--- src/rtl/ppc_seven_segment_driver_pkg.sv ---
// Shared display constants for the ping-pong counter display stage.
//   SEG_*        active-low segment patterns {g,f,e,d,c,b,a}
//   SEG_UP/DOWN  direction arrow glyphs
//   SEG_BLANK    all segments off
//   AN_OFF       all anodes off
//   CODE_UP/DOWN decoder input codes that select the arrow glyphs
package ppc_seven_segment_driver_pkg;

   localparam logic [6:0] SEG_0     = 7'b1000000;
   localparam logic [6:0] SEG_1     = 7'b1111001;
   localparam logic [6:0] SEG_2     = 7'b0100100;
   localparam logic [6:0] SEG_3     = 7'b0110000;
   localparam logic [6:0] SEG_4     = 7'b0011001;
   localparam logic [6:0] SEG_5     = 7'b0010010;
   localparam logic [6:0] SEG_6     = 7'b0000010;
   localparam logic [6:0] SEG_7     = 7'b1111000;
   localparam logic [6:0] SEG_8     = 7'b0000000;
   localparam logic [6:0] SEG_9     = 7'b0010000;
   localparam logic [6:0] SEG_UP    = 7'b1011100;
   localparam logic [6:0] SEG_DOWN  = 7'b1100011;
   localparam logic [6:0] SEG_BLANK = 7'b1111111;
   localparam logic [3:0] AN_OFF    = 4'b1111;

   // Codes 10 and 11 never occur as decimal digits, so the arrows share the
   // digit path and a single decoder serves all four positions.
   localparam logic [3:0] CODE_UP   = 4'hA;
   localparam logic [3:0] CODE_DOWN = 4'hB;

   function automatic logic [3:0] ones_digit(input logic [3:0] v);
      return (v >= 4'd10) ? v - 4'd10 : v;
   endfunction

   function automatic logic [3:0] tens_digit(input logic [3:0] v);
      return {3'b000, (v >= 4'd10)};
   endfunction

endpackage

--- src/rtl/ppc_seven_segment_driver_seven_seg_decoder.sv ---
// Combinational digit decoder: 4-bit code -> active-low segment pattern.
//   digit  in  4  0..9 decimal, CODE_UP / CODE_DOWN arrows, other codes blank
//   seg    out 7  {g,f,e,d,c,b,a}, active-low
module seven_seg_decoder
   import ppc_seven_segment_driver_pkg::*;
(
   input  logic [3:0] digit,
   output logic [6:0] seg
);

   always_comb begin
      seg = SEG_BLANK;
      case (digit)
         4'd0:      seg = SEG_0;
         4'd1:      seg = SEG_1;
         4'd2:      seg = SEG_2;
         4'd3:      seg = SEG_3;
         4'd4:      seg = SEG_4;
         4'd5:      seg = SEG_5;
         4'd6:      seg = SEG_6;
         4'd7:      seg = SEG_7;
         4'd8:      seg = SEG_8;
         4'd9:      seg = SEG_9;
         CODE_UP:   seg = SEG_UP;
         CODE_DOWN: seg = SEG_DOWN;
         default:   seg = SEG_BLANK;
      endcase
   end

endmodule

--- src/rtl/ppc_seven_segment_driver.sv ---
// Four-digit common-anode seven-segment scanner for the ping-pong counter.
// Digits 3..2 show a direction arrow, digits 1..0 show value as 00..15.
//   clk        in  1  system clock
//   rst_n      in  1  asynchronous active-low reset
//   enable     in  1  0 blanks all digits; scanning keeps running
//   value      in  4  counter value
//   direction  in  1  1 = up, 0 = down
//   an         out 4  anodes, active-low, an[0] rightmost
//   seg        out 7  segments {g,f,e,d,c,b,a}, active-low
//   dp         out 1  decimal point, always off
module ppc_seven_segment_driver
   import ppc_seven_segment_driver_pkg::*;
#(
   parameter int DIV_BITS = 17
) (
   input  logic       clk,
   input  logic       rst_n,
   input  logic       enable,
   input  logic [3:0] value,
   input  logic       direction,
   output logic [3:0] an,
   output logic [6:0] seg,
   output logic       dp
);

   logic [DIV_BITS-1:0] div_cnt;
   logic                tick;
   logic [1:0]          scan_idx;
   logic [3:0]          val_q;
   logic                dir_q;
   logic [3:0]          digit;
   logic [6:0]          seg_dec;
   logic [3:0]          an_sel;

   assign tick = &div_cnt;

   always_ff @(posedge clk or negedge rst_n) begin
      if (!rst_n) begin
         div_cnt  <= '0;
         scan_idx <= 2'd0;
         val_q    <= 4'd0;
         dir_q    <= 1'b1;
      end else begin
         div_cnt <= div_cnt + DIV_BITS'(1);
         if (tick) begin
            scan_idx <= scan_idx + 2'd1;
            // Snapshot only at the frame boundary so a frame is self-consistent.
            if (scan_idx == 2'd3) begin
               val_q <= value;
               dir_q <= direction;
            end
         end
      end
   end

   always_comb begin
      digit = CODE_UP;
      case (scan_idx)
         2'd0:    digit = ones_digit(val_q);
         2'd1:    digit = tens_digit(val_q);
         default: digit = dir_q ? CODE_UP : CODE_DOWN;
      endcase
   end

   seven_seg_decoder u_dec (
      .digit (digit),
      .seg   (seg_dec)
   );

   assign an_sel = ~(4'b0001 << scan_idx);

   // Anodes and segments come from one register stage driven by a single
   // scan_idx, so at most one anode can ever be low.
   always_ff @(posedge clk or negedge rst_n) begin
      if (!rst_n) begin
         an  <= AN_OFF;
         seg <= SEG_BLANK;
      end else if (enable) begin
         an  <= an_sel;
         seg <= seg_dec;
      end else begin
         an  <= AN_OFF;
         seg <= SEG_BLANK;
      end
   end

   assign dp = 1'b1;

endmodule

--- config.mk ---
export PLATFORM = sky130hd
export DESIGN_NAME = ppc_seven_segment_driver
export DESIGN_NICKNAME = d
export VERILOG_FILES = /design/src/rtl/ppc_seven_segment_driver_pkg.sv /design/src/rtl/ppc_seven_segment_driver_seven_seg_decoder.sv /design/src/rtl/ppc_seven_segment_driver.sv
export SDC_FILE = /design/constraint.sdc
export NUM_CORES = 1
export LEC_CHECK = 0
export BUFFER_PORTS_ARGS = -buffer_cell sky130_fd_sc_hd__buf_2
export CAP_MARGIN = 40
export CORE_MARGIN = 2
export CORE_UTILIZATION = 30
export CTS_CLUSTER_SIZE = 8
export DETAILED_ROUTE_END_ITERATION = 10
export PLACE_DENSITY = 0.54
export REMOVE_ABC_BUFFERS = 1
export SLEW_MARGIN = 20
export SYNTH_ARGS = -nofsm -noshare
export SYNTH_HDL_FRONTEND = slang
export SYNTH_HIERARCHICAL = 1
export SYNTH_SLANG_ARGS = --single-unit
export TNS_END_PERCENT = 1
--- constraint.sdc ---
create_clock -name clk -period 2.73 [get_ports clk]
set_clock_uncertainty 0.1 [all_clocks]
set_input_delay 0.273 -clock clk [delete_from_list [all_inputs] [get_ports clk]]
set_output_delay 0.273 -clock clk [all_outputs]
set_load 0.01 [all_outputs]
# [Word-level counts from Yosys, hierarchy flattened]
# Memory sizes are Yosys's and may differ from the RTL's.
# Cells that the tools add are included.
[totals] reg_bits=35 rom_bits=112 inputBits=8 out_inout_bits=12 wordCells=23 n_memories=1
[memory_table] memory="(no name shown)" words=16 width=7 rd=1 rd_ports_with_merged_regs=0 wr=0 line="ppc_seven_segment_driver_seven_seg_decoder.sv:13" source="case (digit)"
[op_classes] add_sub_neg=3 order_cmp=1 eq_ne=2 shifts=1 muxes=5 bitwise=1 reduce_logical=3
[op_table] cell="18-bit AND reduction" count=1
[op_table] cell="17-bit by 1-bit adder with 17-bit output, second input constant" count=1
[op_table] cell="17-bit AND reduction" count=1
[op_table] cell="4-bit two-way mux" count=2
[op_table] cell="4-bit one-hot mux with 2 select lines" count=1
[op_table] cell="7-bit two-way mux" count=1
[op_table] cell="4-bit greater-or-equal comparator, second input constant" count=1
[op_table] cell="4-bit NOT" count=1
[op_table] cell="1-bit by 2-bit left shift with 4-bit output, first input constant" count=1
[op_table] cell="4-bit subtractor, second input constant" count=1
[op_table] cell="2-bit by 1-bit adder with 2-bit output, second input constant" count=1
[op_table] cell="2-bit by 1-bit equality test with 1-bit output, second input constant" count=1
[op_table] cell="2-bit equality test, second input constant" count=1
[op_table] cell="2-bit zero test" count=1
[op_table] cell="1-bit two-way mux" count=1

# [Depth between registers and ports, before layout]
# An unclocked memory read counts as a cell.
[depth] word_depth=5 mapped_depth=12 depth_no_buf=11

# [Hierarchy]
# The synthesis kept the hierarchy.
[modules_own_cells] module="ppc_seven_segment_driver" n_inst=1 cells_each=124 area_each_um2=1520.2 seq_area_each_um2=890.9
[modules_own_cells] module="seven_seg_decoder" n_inst=1 cells_each=32 area_each_um2=220.2 seq_area_each_um2=0.0

# [Worst setup path before layout]
# OpenSTA, ideal clock, no wires.
[synth_path] kind="flip-flop to flip-flop" start="register scan_idx[0]" end="register seg[0]" setup_ns=0.088 t_arrival_ns=2.058 required_time_ns=2.542 slack_ns=0.484 stages_incl_launch_ff=13 path_buffers=1 period_less_slack_ns=2.246 cell_sequence="dfrtp_1 -> inv_1 -> ha_1 -> clkbuf_1 -> nor3_1 -> a21oi_1 -> o21ai_0 -> inv_1 -> ha_1 -> mux2_1 -> nor2_1 -> a21oi_2 -> nand2b_1"
[synth_via] elab_chain_len=4 elab_cells_between_ends=5 cone_classes="eq/ne: 1; mux: 2; reduce/logical: 1; memory: 1"
[synth_rtl] item="start, declared" line="ppc_seven_segment_driver.sv:28" source="logic [1:0] scan_idx;"
[synth_rtl] item="start signal, assigned" line="ppc_seven_segment_driver.sv:46" source="scan_idx <= scan_idx + 2'd1;"
[synth_rtl] item="2-bit by 1-bit equality test with 1-bit output or 2-bit zero test (tied branches)" line="ppc_seven_segment_driver.sv:58" source="case (scan_idx)"
[synth_rtl] item="4-bit one-hot mux with 2 select lines *" line="ppc_seven_segment_driver.sv:58"
[synth_rtl] item="named net digit[0]" line="ppc_seven_segment_driver.sv:31" source="logic [3:0] digit;"
[synth_rtl] item="memory read 16 x 7 bit *"
[synth_rtl] item="named net seg_dec[0]" line="ppc_seven_segment_driver.sv:32" source="logic [6:0] seg_dec;"
[synth_rtl] item="7-bit two-way mux *" line="ppc_seven_segment_driver.sv:78" source="end else if (enable) begin"
[synth_rtl] item="end signal, assigned" line="ppc_seven_segment_driver.sv:80" source="seg <= seg_dec;"
[synth_rtl] item="end, declared" line="ppc_seven_segment_driver.sv:22" source="output logic [6:0] seg,"
# The timed path passes the listed nets; every way through them passes the cells marked *.
# A chain may end at the register's enable or synchronous reset.

# [Worst setup path in the final report]
# Same ends and word-level chain as after synthesis.

==> flow_summary_export.csv <==
group,metric,value,unit
drt,detail_route.wl_per_cell,11.0,µm
cells_and_area,n_antenna_cell,0,
global_route,use_met3,3.60,%
yosys,yosysMostFrequentCell,"dfrtp_1",
place,post-dp-hpwl,2030,µm
yosys,syn_area,1740,µm²
drt,drc,0,
clock_tree,tritoncts,"yes",
drt,wl,2780,µm
cells_and_area,syn2layout_area_growth,16.5,%
setup_path,reg2reg_slack,350,ps
setup_path,start_kind,"flop",
global_route,gr-usage-met1,12.9,%
power_and_ir_drop,p_leak,0.000959,µW
yosys,synth.area.top_cells,"dfrtp_1 (33%), dfstp_2 (18%), ha_1 (9.3%)",
timing,finalSetupTns,0,ps
clock_tree,cts.htree.levels,2,
clock_tree,cts_root_buf,"clkbuf_8",
clock_tree,insertion_delay,280,ps
setup_path,worstPathRequired,2850,ps
yosys,syn-mean-instance-area,11.2,µm²
yosys,ys_types,31,
setup_path,path_cells,"inv_1 > ha_1 > mux2i_1 > inv_1 > ha_1 > mux2_1 > nor2_1 > a21oi_2 > nand2b_1",
setup_path,crit_fanout,7,
cells_and_area,fill_cells,573,
setup_path,reg2reg_depth,9,
global_route,grtUsageMet2,14.9,%
min_path,holdPathStages,2,
setup_path,cp.depth,9,
clock_tree,cts_sinks,35,
die,dieHeight,80.2,µm
global_route,grt_pass1_wl,4770,µm
die,ios,20,
timing,fin_crit,2380,ps
drt,first_pass_iters,4,
setup_path,path_delay_family,"multiplexers",
drt,drt-initial-drc-count,24,
setup_path,crit_buf_inv,2,
setup_path,rr_startpoint,"scan_idx[0]$_DFFE_PN0P_",
yosys,ys_ff_latch,35,
timing,slew_violations,0,
global_route,grt_max_degree,36,
yosys,yosysTopAreaCell,"dfrtp_1",
timing,setup_viol,0,
setup_path,cp-end-kind,"flop",
die,die_w,80.2,µm
die,core,5540,µm²
yosys,synth-edff-count,0,
yosys,synth_top_area_share,33.1,%
yosys,async_reset_ff_share,100,%
power_and_ir_drop,max-vdd-ir-drop,0.239,mV
yosys,ys_warn_count,6,
global_route,grt.busiest_layer,"met2",
clock_tree,cts_made_buffers,5,
yosys,yosysSeqAreaShare,51.2,%
place,port_buffers,18,
job,drv_cap,0,
global_route,antenna_found_initial,0,
setup_path,worstSetupEndpoint,"seg[0]$_DFF_PN1_",
setup_path,startpoint,"scan_idx[0]$_DFFE_PN0P_",
yosys,synthFlopType,"dfrtp_1",
drt,via_per_inst,4.33,
setup_path,r2r-end,"seg[0]$_DFF_PN1_",
cells_and_area,drive_above_1_share,28.7,%
min_path,hold_start,"value[0]",
clock_tree,clockBufferDepth,2,
clock_tree,clk_pin_slew,70,ps
global_route,grt_pass1_vias,1068,
timing,finalHoldViolCount,0,
timing,rsz0062_at_grt,"false",
timing,fin_ws,351,ps
global_route,grt-ovfl-total,0,
power_and_ir_drop,powerDensity,497,nW/µm²
status,status,"finished clean",
clock_tree,holdBufCountCts,1,
timing,period_share,87.1,%
clock_tree,cts_resized,0,
place,dp_slack,339,ps
drt,vias,1095,
clock_tree,postCtsSetupBuffers,0,
yosys,synthCells,156,
setup_path,critPathSlowestCell,"mux2i_1",
setup_path,cpPeakStageDelay,430,ps
die,num_rows,27,
setup_path,cp_data_arrival_time,2490,ps
cells_and_area,fin_nets,201,
min_path,hold_class,"in2reg",
drt,postRouteAntennaNets,0,
die,initial_utilization,31.4,%
place,routabilityCongestion,0.816,
global_route,gr-usage-all-layers,9.79,%
yosys,netlist_top_cells_count,"dfrtp_1 (23), nand2_1 (18), ha_1 (13)",
setup_path,path_class,"reg2reg",
die,die_area,6430,µm²
timing,max_freq,0.420,GHz
[per-layer routing]
metal | part of all wire [%] | up-vias
met2 | 45 | 16
met5 | 0 | -
met4 | 1.3 | 0
met3 | 3.7 | 5
met1 | 50 | 516
li1 | - | 558
[state kept, by name, summed over array words and instances (netlist names)]
name / cells
an: 4
scan_idx: 2
div_cnt: 17
val_q: 4
dir_q: 1
seg: 7
[logic make-up after synthesis]
| logic type | share of synthesized area (%) |
|---|---|
| multiplexers | 5.75 |
| AO/OA/AOI/OAI | 5.82 |
| buffers and inverters | 3.09 |
| flip-flops | 51.2 |
| AND/OR/NAND/NOR | 17.0 |
| other | 0.215 |
| XOR/XNOR | 7.55 |
| adder cells (fa/ha/maj) | 9.35 |
[layout make-up]
| class | instances | area [µm²] | area share (%) |
|---|---|---|---|
| flip-flops and latches | 35 | 891 | 43.9 |
| multi-input cells | 109 | 796 | 39.2 |
| repair buffers | 22 | 140 | 6.91 |
| well taps | 72 | 90.1 | 4.44 |
| clock buffers | 6 | 72.6 | 3.58 |
| inverters | 7 | 26.3 | 1.30 |
| clock inverters | 2 | 12.5 | 0.617 |
[worst register-to-register path: stages, from the launching register on]
cell	delay, ps
dfrtp_1	420
inv_1	110
ha_1	290
mux2i_1	430
inv_1	160
ha_1	230
mux2_1	280
nor2_1	120
a21oi_2	40
nand2b_1	150
[placed cells by master (no fill, tap or decap)]
cell / n
xor2_1: 8
mux2_1: 2
xnor2_1: 7
nor2_1: 7
inv_1: 7
dlygate4sd3_1: 1
clkinvlp_4: 1
buf_4: 1
a21oi_1: 5
buf_2: 19
o211ai_1: 1
nand2_1: 18
buf_16: 1
ha_1: 13
conb_1: 1
and4_1: 1
nor2_2: 1
nand4_4: 2
and2_1: 1
mux2_2: 6
and3_1: 2
nor3_4: 1
nand4_1: 1
o21ai_0: 6
nand3_1: 4
mux2i_1: 1
o21ai_1: 6
clkbuf_1: 1
dfrtp_1: 23
dfstp_2: 12
a21oi_2: 1
clkinv_2: 1
and3_2: 1
nand2b_1: 9
nor3_1: 4
clkbuf_8: 5
[power breakdown]
group / internal [µW] / leakage, µW / total [µW] / switching, µW
combinational: 46.4 / 0.000494 / 104 / 57.4
clock: 178 / 0.0000412 / 356 / 178
sequential: 542 / 0.000424 / 548 / 6.39
[how the worst min path moves through the flow]
stage,endpoint,slack (ps)
2_1_floorplan,div_cnt[0]$_DFF_PN0_,-120
3_3_place_gp,div_cnt[6]$_DFF_PN0_,310
3_5_place_dp,div_cnt[6]$_DFF_PN0_,300
4_1_cts,val_q[0]$_DFFE_PN0P_,90
5_1_grt,val_q[0]$_DFFE_PN0P_,90
6_report,val_q[0]$_DFFE_PN0P_,100
[through the flow]
stage | hold slack [ps] | util [%] | power [µW] | instances | area, µm²
global placement | 308 | 34.3 | 657 | 242 | 1900
finish | 98.3 | 36.6 | 1010 | 253 | 2030
floorplan | -123 | - | 616 | 151 | 1710
detailed placement | 303 | 34.4 | 657 | 243 | 1910
CTS | 86.5 | 36.1 | 1030 | 252 | 2000
global route | 86.1 | 36.6 | 1070 | 253 | 2030
No activity file was read; power rests on OpenSTA's default activity.
